$ cat src/rtl/load_store_unit.sv
// RV32I load/store unit in front of a word-addressed D-MEM; sub-word stores use read-modify-write.
// Build option: define LSU_STRICT_ALIGN_EN to fault misaligned H/HU/W accesses instead of masking the address.
module load_store_unit #(
  parameter int MEM_WORDS = 64,
  parameter int IDX_W     = 6
) (
  input  logic        clk,
  input  logic        reset,
  input  logic        req_valid,
  output logic        req_ready,
  input  logic [2:0]  req_funct3,
  input  logic        req_store,
  input  logic [31:0] req_addr,
  input  logic [31:0] req_wdata,
  output logic        resp_valid,
  input  logic        resp_ready,
  output logic [31:0] resp_rdata,
  output logic        resp_err,
  output logic [31:0] mem_addr,
  output logic [31:0] mem_wdata,
  output logic        mem_read,
  output logic        mem_write,
  input  logic [31:0] mem_rdata
);

  typedef enum logic [1:0] {IDLE, MERGE, RESP} state_t;

  state_t           state;
  logic [IDX_W-1:0] idx_q;
  logic [31:0]      merge_q;

  logic             fire;
  logic             range_err;
  logic             align_err;
  logic             f3_err;
  logic             fault;
  logic [1:0]       off;
  logic [IDX_W-1:0] idx;
  logic [7:0]       byte_v;
  logic [15:0]      half_v;
  logic [31:0]      load_val;
  logic [31:0]      merged;

  // Gate with reset so a request held during reset never reaches D-MEM.
  assign req_ready  = (state == IDLE) && reset;
  assign resp_valid = (state == RESP);
  assign fire       = req_valid && req_ready;
  assign idx        = req_addr[IDX_W+1:2];
  assign range_err  = req_addr >= 32'(4 * MEM_WORDS);

  always_comb begin
    f3_err = 1'b0;
    case (req_funct3)
      3'b000, 3'b001, 3'b010: f3_err = 1'b0;
      3'b100, 3'b101:         f3_err = req_store;
      default:                f3_err = 1'b1;
    endcase
  end

`ifdef LSU_STRICT_ALIGN_EN
  assign align_err = ((req_funct3[1:0] == 2'b01) && req_addr[0]) ||
                     ((req_funct3[1:0] == 2'b10) && (req_addr[1:0] != 2'b00));
  assign off       = req_addr[1:0];
`else
  assign align_err = 1'b0;
  assign off       = (req_funct3[1:0] == 2'b01) ? {req_addr[1], 1'b0} :
                     (req_funct3[1:0] == 2'b10) ? 2'b00 : req_addr[1:0];
`endif

  assign fault  = range_err || align_err || f3_err;
  assign byte_v = mem_rdata[{off, 3'b000} +: 8];
  assign half_v = mem_rdata[{off[1], 4'b0000} +: 16];

  always_comb begin
    load_val = mem_rdata;
    case (req_funct3)
      3'b000:  load_val = {{24{byte_v[7]}}, byte_v};
      3'b100:  load_val = {24'd0, byte_v};
      3'b001:  load_val = {{16{half_v[15]}}, half_v};
      3'b101:  load_val = {16'd0, half_v};
      default: load_val = mem_rdata;
    endcase
  end

  always_comb begin
    merged = mem_rdata;
    if (req_funct3[1:0] == 2'b00)
      merged[{off, 3'b000} +: 8] = req_wdata[7:0];
    else
      merged[{off[1], 4'b0000} +: 16] = req_wdata[15:0];
  end

  always_comb begin
    mem_read  = 1'b0;
    mem_write = 1'b0;
    mem_addr  = 32'd0;
    mem_wdata = 32'd0;
    if (state == MERGE && reset) begin
      mem_write = 1'b1;
      mem_addr  = 32'(idx_q);
      mem_wdata = merge_q;
    end else if (fire && !fault) begin
      mem_addr = 32'(idx);
      if (req_store && req_funct3 == 3'b010) begin
        mem_write = 1'b1;
        mem_wdata = req_wdata;
      end else begin
        mem_read = 1'b1;
      end
    end
  end

  always_ff @(posedge clk or negedge reset) begin
    if (!reset) begin
      state      <= IDLE;
      resp_rdata <= 32'd0;
      resp_err   <= 1'b0;
      idx_q      <= '0;
      merge_q    <= 32'd0;
    end else begin
      case (state)
        IDLE: begin
          if (fire) begin
            resp_err   <= fault;
            resp_rdata <= 32'd0;
            if (fault) begin
              state <= RESP;
            end else if (!req_store) begin
              resp_rdata <= load_val;
              state      <= RESP;
            end else if (req_funct3 == 3'b010) begin
              state <= RESP;
            end else begin
              idx_q   <= idx;
              merge_q <= merged;
              state   <= MERGE;
            end
          end
        end
        MERGE: state <= RESP;
        RESP:  if (resp_ready) state <= IDLE;
        default: state <= IDLE;
      endcase
    end
  end

endmodule
$ cat config.mk
export PLATFORM = sky130hd
export DESIGN_NAME = load_store_unit
export DESIGN_NICKNAME = d
export VERILOG_FILES = /design/src/rtl/load_store_unit.sv
export SDC_FILE = /design/constraint.sdc
export NUM_CORES = 1
export LEC_CHECK = 0
export CAP_MARGIN = 25
export CORE_MARGIN = 2
export CORE_UTILIZATION = 48
export CTS_BUF_LIST = sky130_fd_sc_hd__clkbuf_8
export CTS_CLUSTER_SIZE = 24
export DETAILED_ROUTE_END_ITERATION = 10
export PLACE_DENSITY_LB_ADDON = 0.15
export SYNTH_ARGS = -nofsm -noshare
export SYNTH_HDL_FRONTEND = slang
export SYNTH_SLANG_ARGS = --single-unit
export TNS_END_PERCENT = 1
$ cat constraint.sdc
create_clock -name clk -period 3.8 [get_ports clk]
set_input_delay 0.38 -clock clk [delete_from_list [all_inputs] [get_ports clk]]
set_output_delay 0.38 -clock clk [all_outputs]
set_load 0.03 [all_outputs]
# Yosys cells after proc, flatten, opt, wreduce, memory -nomap -nowiden
# Index checks and enable logic that the tools add are counted.
[totals]
regBits = 73
latchBits = 0
ramBits = 0
mem_bits_ro = 0
elab_cells = 67
mem_count = 0
[op_classes]
n_addsub = 2
n_mul = 0
div = 0
magnitude_cmp = 1
eq_ne = 10
shifts = 6
mux = 26
bitwise = 2
n_reduce_logical = 15
[op_table]
columns = ["op", "n"]
rows = [
  ["$mux W32", 6],
  ["$pmux W32 S4", 1],
  ["$bwmux W32", 2],
  ["$ge A32 B9 Y1 const B", 1],
  ["$shift A16 B7 Y32 const A", 1],
  ["$shift A8 B7 Y32 const A", 1],
  ["$shiftx A16 B7 Y32", 1],
  ["$shiftx A32 B6 Y16", 1],
  ["$shiftx A32 B6 Y8", 1],
  ["$shiftx A8 B7 Y32", 1],
  ["$mux W2", 7],
  ["$neg A5 Y7", 2],
  ["$mux W6", 2],
  ["$eq A3 B3 Y1 const B", 2],
  ["$mux W1", 6],
  ["$pmux W2 S3", 1],
  ["$logic_and A1 B1 Y1", 5],
  ["$reduce_and A5 Y1", 1],
  ["$eq A2 B1 Y1 const B", 2],
  ["$eq A2 B2 Y1 const B", 2],
  ["$logic_not A2 Y1", 2],
  ["$reduce_and A2 Y1", 2],
  ["$eq A3 B1 Y1 const B", 1],
  ["$eq A3 B2 Y1 const B", 1],
  ["other kinds (9)", 10],
]

# Longest topological paths before layout
[depth]
word_depth = 8
depth_mapped = 12

# Worst setup path after synthesis
# OpenSTA, ideal clock, no wires.
[synth_path]
path_kind = "input-to-reg"
from = "input port req_funct3[0]"
to = "register merge_q[24]"
arrival_ns = 2.707
slack_ns = 0.968
path_stages = 12
path_buffers = 4
cell_sequence = "clkbuf_1 > clkbuf_1 > buf_1 > and2_1 > o21a_1 > inv_1 > ha_1 > nor2_1 > and3_1 > clkbuf_1 > a221o_1 > mux2_2"
[synth_via]
elab_chain_cells = 7
[synth_lines]
columns = ["element", "line_no", "source"]
rows = [
  ["from (decl)", "11", "input logic [2:0] req_funct3,"],
  ["$eq A2 B2 Y1", "67", "(req_funct3[1:0] == 2'b10) ? 2'b00 : req_addr[1:0];"],
  ["$mux W2", "67", ""],
  ["$mux W2", "66", "assign off = (req_funct3[1:0] == 2'b01) ? {req_addr[1], 1'b0} :"],
  ["$neg A5 Y7, on equally long branches", "90, 88", ""],
  ["$shiftx A16 B7 Y32 (tied with other cells)", "90", "merged[{off[1], 4'b0000} +: 16] = req_wdata[15:0];"],
  ["$bwmux W32, on equally long branches", "90, 88", ""],
  ["$mux W32", "87", "if (req_funct3[1:0] == 2'b00)"],
  ["to (signal assigned)", "135", "merge_q <= merged;"],
  ["to (decl)", "30", "logic [31:0] merge_q;"],
]
# Several ways; a longest one is shown, not always the timed one.
# A chain may end at the register's enable or synchronous reset.

# Worst setup path in the final report
[layout_path]
from = "input port req_addr[14]"
to = "output port mem_read"
[layout_via]
elab_chain_cells = 6
[layout_lines]
columns = ["element", "line_no", "source"]
rows = [
  ["from (decl)", "13", "input logic [31:0] req_addr,"],
  ["$ge A32 B9 Y1", "49", "assign range_err = req_addr >= 32'(4 * MEM_WORDS);"],
  ["$logic_or A1 B1 Y1", "70", "assign fault = range_err || align_err || f3_err;"],
  ["$logic_not A1 Y1", "102", "end else if (fire && !fault) begin"],
  ["$logic_and A1 B1 Y1", "102", ""],
  ["$mux W1", "102", ""],
  ["$mux W1", "98", "if (state == MERGE && reset) begin"],
  ["to (decl)", "21", "output logic mem_read,"],
]
# Every way passes these cells.

==> results.ini <==
[outcome]
status = complete, no violations

[critical_path]
r2r_start = state[1]
cp-end-kind = output port
r2r_end = merge_q[16]
required_ns = 3.42
reg2reg_depth = 6
cp_max_fo = 5
reg2reg_slack_ns = 1.49
start_kind = input pin
crit_arrival_ns = 2.74
critical_path_class = in -> out

[global_routing]
grt_pass1_vias = 4562
grt_overflow_total = 0
grt_max_degree = 74
grtUsageTotal = 0.288
antenna_found_initial = 0
grt_pass1_wl_um = 24800

[yosys]
synth_flop_cell = dfrtp_1
synth-seq-cells = 73
synthArstFlopShare = 1.00
yosysMostFrequentCell = dfrtp_1
syn_avg_cell_area_um2 = 9.58
synth_warnings = 0
synthTopCellsByCount = dfrtp_1 (73), nand2_1 (47), a22o_1 (46)
yosysUniqueCellTypes = 52
yosys.area.top_type_share = 0.380
synth_area_mm2 = 0.00481
syn_inst = 502
synth_edf_count = 0
synth_area_leader_cell = dfrtp_1
seq_area_frac_synth = 0.380
yosys-top-cells-area = dfrtp_1 (38%), a22o_1 (8.4%), mux2_2 (5.9%)

[detailed_routing]
routedWlPerCell_um = 19.5
vias = 4689
first_pass_iters = 7
drt_wl_total_um = 15700
drc = 0
drt_iter0_markers = 385
ant_nets = 0
viasPerCell = 5.84

[floorplanning]
core-area_mm2 = 0.00973
boundaryPins = 205
die_w_um = 104
die_area_mm2 = 0.0108
rows = 36
die_h_um = 104
start_util = 0.494

[sta]
fin_skew_ns = 0.0104
drv_slew = 0
relSlewSlack = 0.381
period_share = 0.820
worst_pin_slew_ns = 0.928
finalCriticalPeriod_ns = 3.12
setup_tns_ns = 0
fmax_mhz = 321
setup_viol = 0
hold_viol = 0
rsz0062_at_grt = false

[placed_design]
place.gp.congestion = 0.955
io_buffers = 178
place_inst = 787
hpwl_um = 11700

[layout]
fin_cells = 803
area_growth_pct = 40.7
num_antenna_cells = 0
fin_nets = 774
drive_gt1_frac = 0.167

[cts]
cts_buffer_depth = 2
cts_resized = 0
clockRootBuffer = clkbuf_8
cts_tree = built
cts_setup_buffers = 0
htreeDepth = 3
clock_latency_ns = 0.36
cts_inserted_buffers = 9
cts_hold_buf = 0
clk_pin_slew_worst_paths_ns = 0.07
cts.sinks = 73

[pwr]
p_int_mw = 1.31
sw_frac_of_total = 0.285
seqPwrFrac = 0.424
combinationalPowerShare = 0.210
p_leak_nw = 3.03
irDropWorstVdd_v = 0.000180
p_sw_uw = 524
cellPowerDensity_mw_per_mm2 = 272
p_clk_frac = 0.367

[worst_hold_path]
hold_class = in -> async

[flow_run]
cap_violations = 0

-- worst max-delay path: stages --
cell and delay [ns]:
clkdlybuf4s50_1 0.40, nor4_1 0.31, nand4_1 0.23, or3_4 0.48, nor3_1 0.24, clkdlybuf4s50_1 0.71
-- cells in the final DEF (no fill, tap or decap), types with 4 or more instances in the layout --
master / instances
a222oi_1: 15
nor2_1: 26
buf_4: 41
mux2_2: 25
mux2i_1: 24
a221o_1: 7
o21ai_0: 31
buf_12: 9
nor4_1: 4
a21oi_1: 22
inv_1: 28
nor3_1: 6
ha_1: 5
clkdlybuf4s50_1: 138
mux2_1: 4
nand2_1: 47
nor2b_1: 5
conb_1: 26
o21ai_2: 9
dfrtp_1: 73
clkbuf_8: 9
a22o_1: 46
a221oi_1: 15
and3_1: 8
-- cell families after synthesis --
family / share of synthesized area
compound gates: 0.250
simple gates: 0.131
buf+inv: 0.107
flops: 0.380
mux: 0.118
fa+ha+maj: 0.0130
other cells: 0.000780
-- state kept, by name, indices dropped and copies added (netlist names) --
signal / count
idx_q: 6
merge_q: 32
resp_err: 1
resp_rdata: 32
state: 2
-- routing by layer --
layer | vias up | routed length, um | track usage
li1 | 2151 | - | -
met1 | 2239 | 6420 | 0.377
met2 | 266 | 7480 | 0.468
met3 | 33 | 1440 | 0.0714
met4 | 0 | 337 | 0.0975
met5 | - | 0 | 0
-- cell type report --
cell class | count | area, um^2
Fill cell | 804 | 2960
Multi-Input combinational cell | 363 | 2570
Timing Repair Buffer | 189 | 1870
Sequential cell | 73 | 1830
Tap cell | 133 | 166
Clock buffer | 9 | 124
Inverter | 29 | 109
Clock inverter | 7 | 95.1
-- worst max path at each step --
stage | start | end | slack, ns
detailed placement | req_addr[14] | mem_read | 0.66
floorplan | req_funct3[0] | merge_q[24] | 0.97
CTS | req_addr[14] | mem_read | 0.66
finish | req_addr[14] | mem_read | 0.68
global route | req_addr[14] | mem_wdata[7] | 0.56
global placement | req_addr[14] | mem_read | 0.75
-- per-stage QoR --
stage                util  setup WS, ns  cell area (um^2)  total power [mW]  hold slack (ns)
finish              0.696         0.685              6770              1.84            0.298
global route        0.696         0.557              6770              1.91            0.384
CTS                 0.696         0.663              6770              1.84            0.346
detailed placement  0.673         0.664              6550              1.17            0.465
global placement    0.673         0.751              6550              1.17            0.463
floorplan               -         0.968              4900             0.990           0.0844
-- power by group through the flow --
stage / sequential [mW] / clock (mW) / combinational (mW)
final: 0.779 / 0.675 / 0.385
after global routing: 0.779 / 0.722 / 0.410
after CTS: 0.779 / 0.680 / 0.380
after detailed placement: 0.794 / 0 / 0.378
after global placement: 0.794 / 0 / 0.376
after floorplan: 0.794 / 0 / 0.196
No activity file was read; power rests on OpenSTA's default activity.
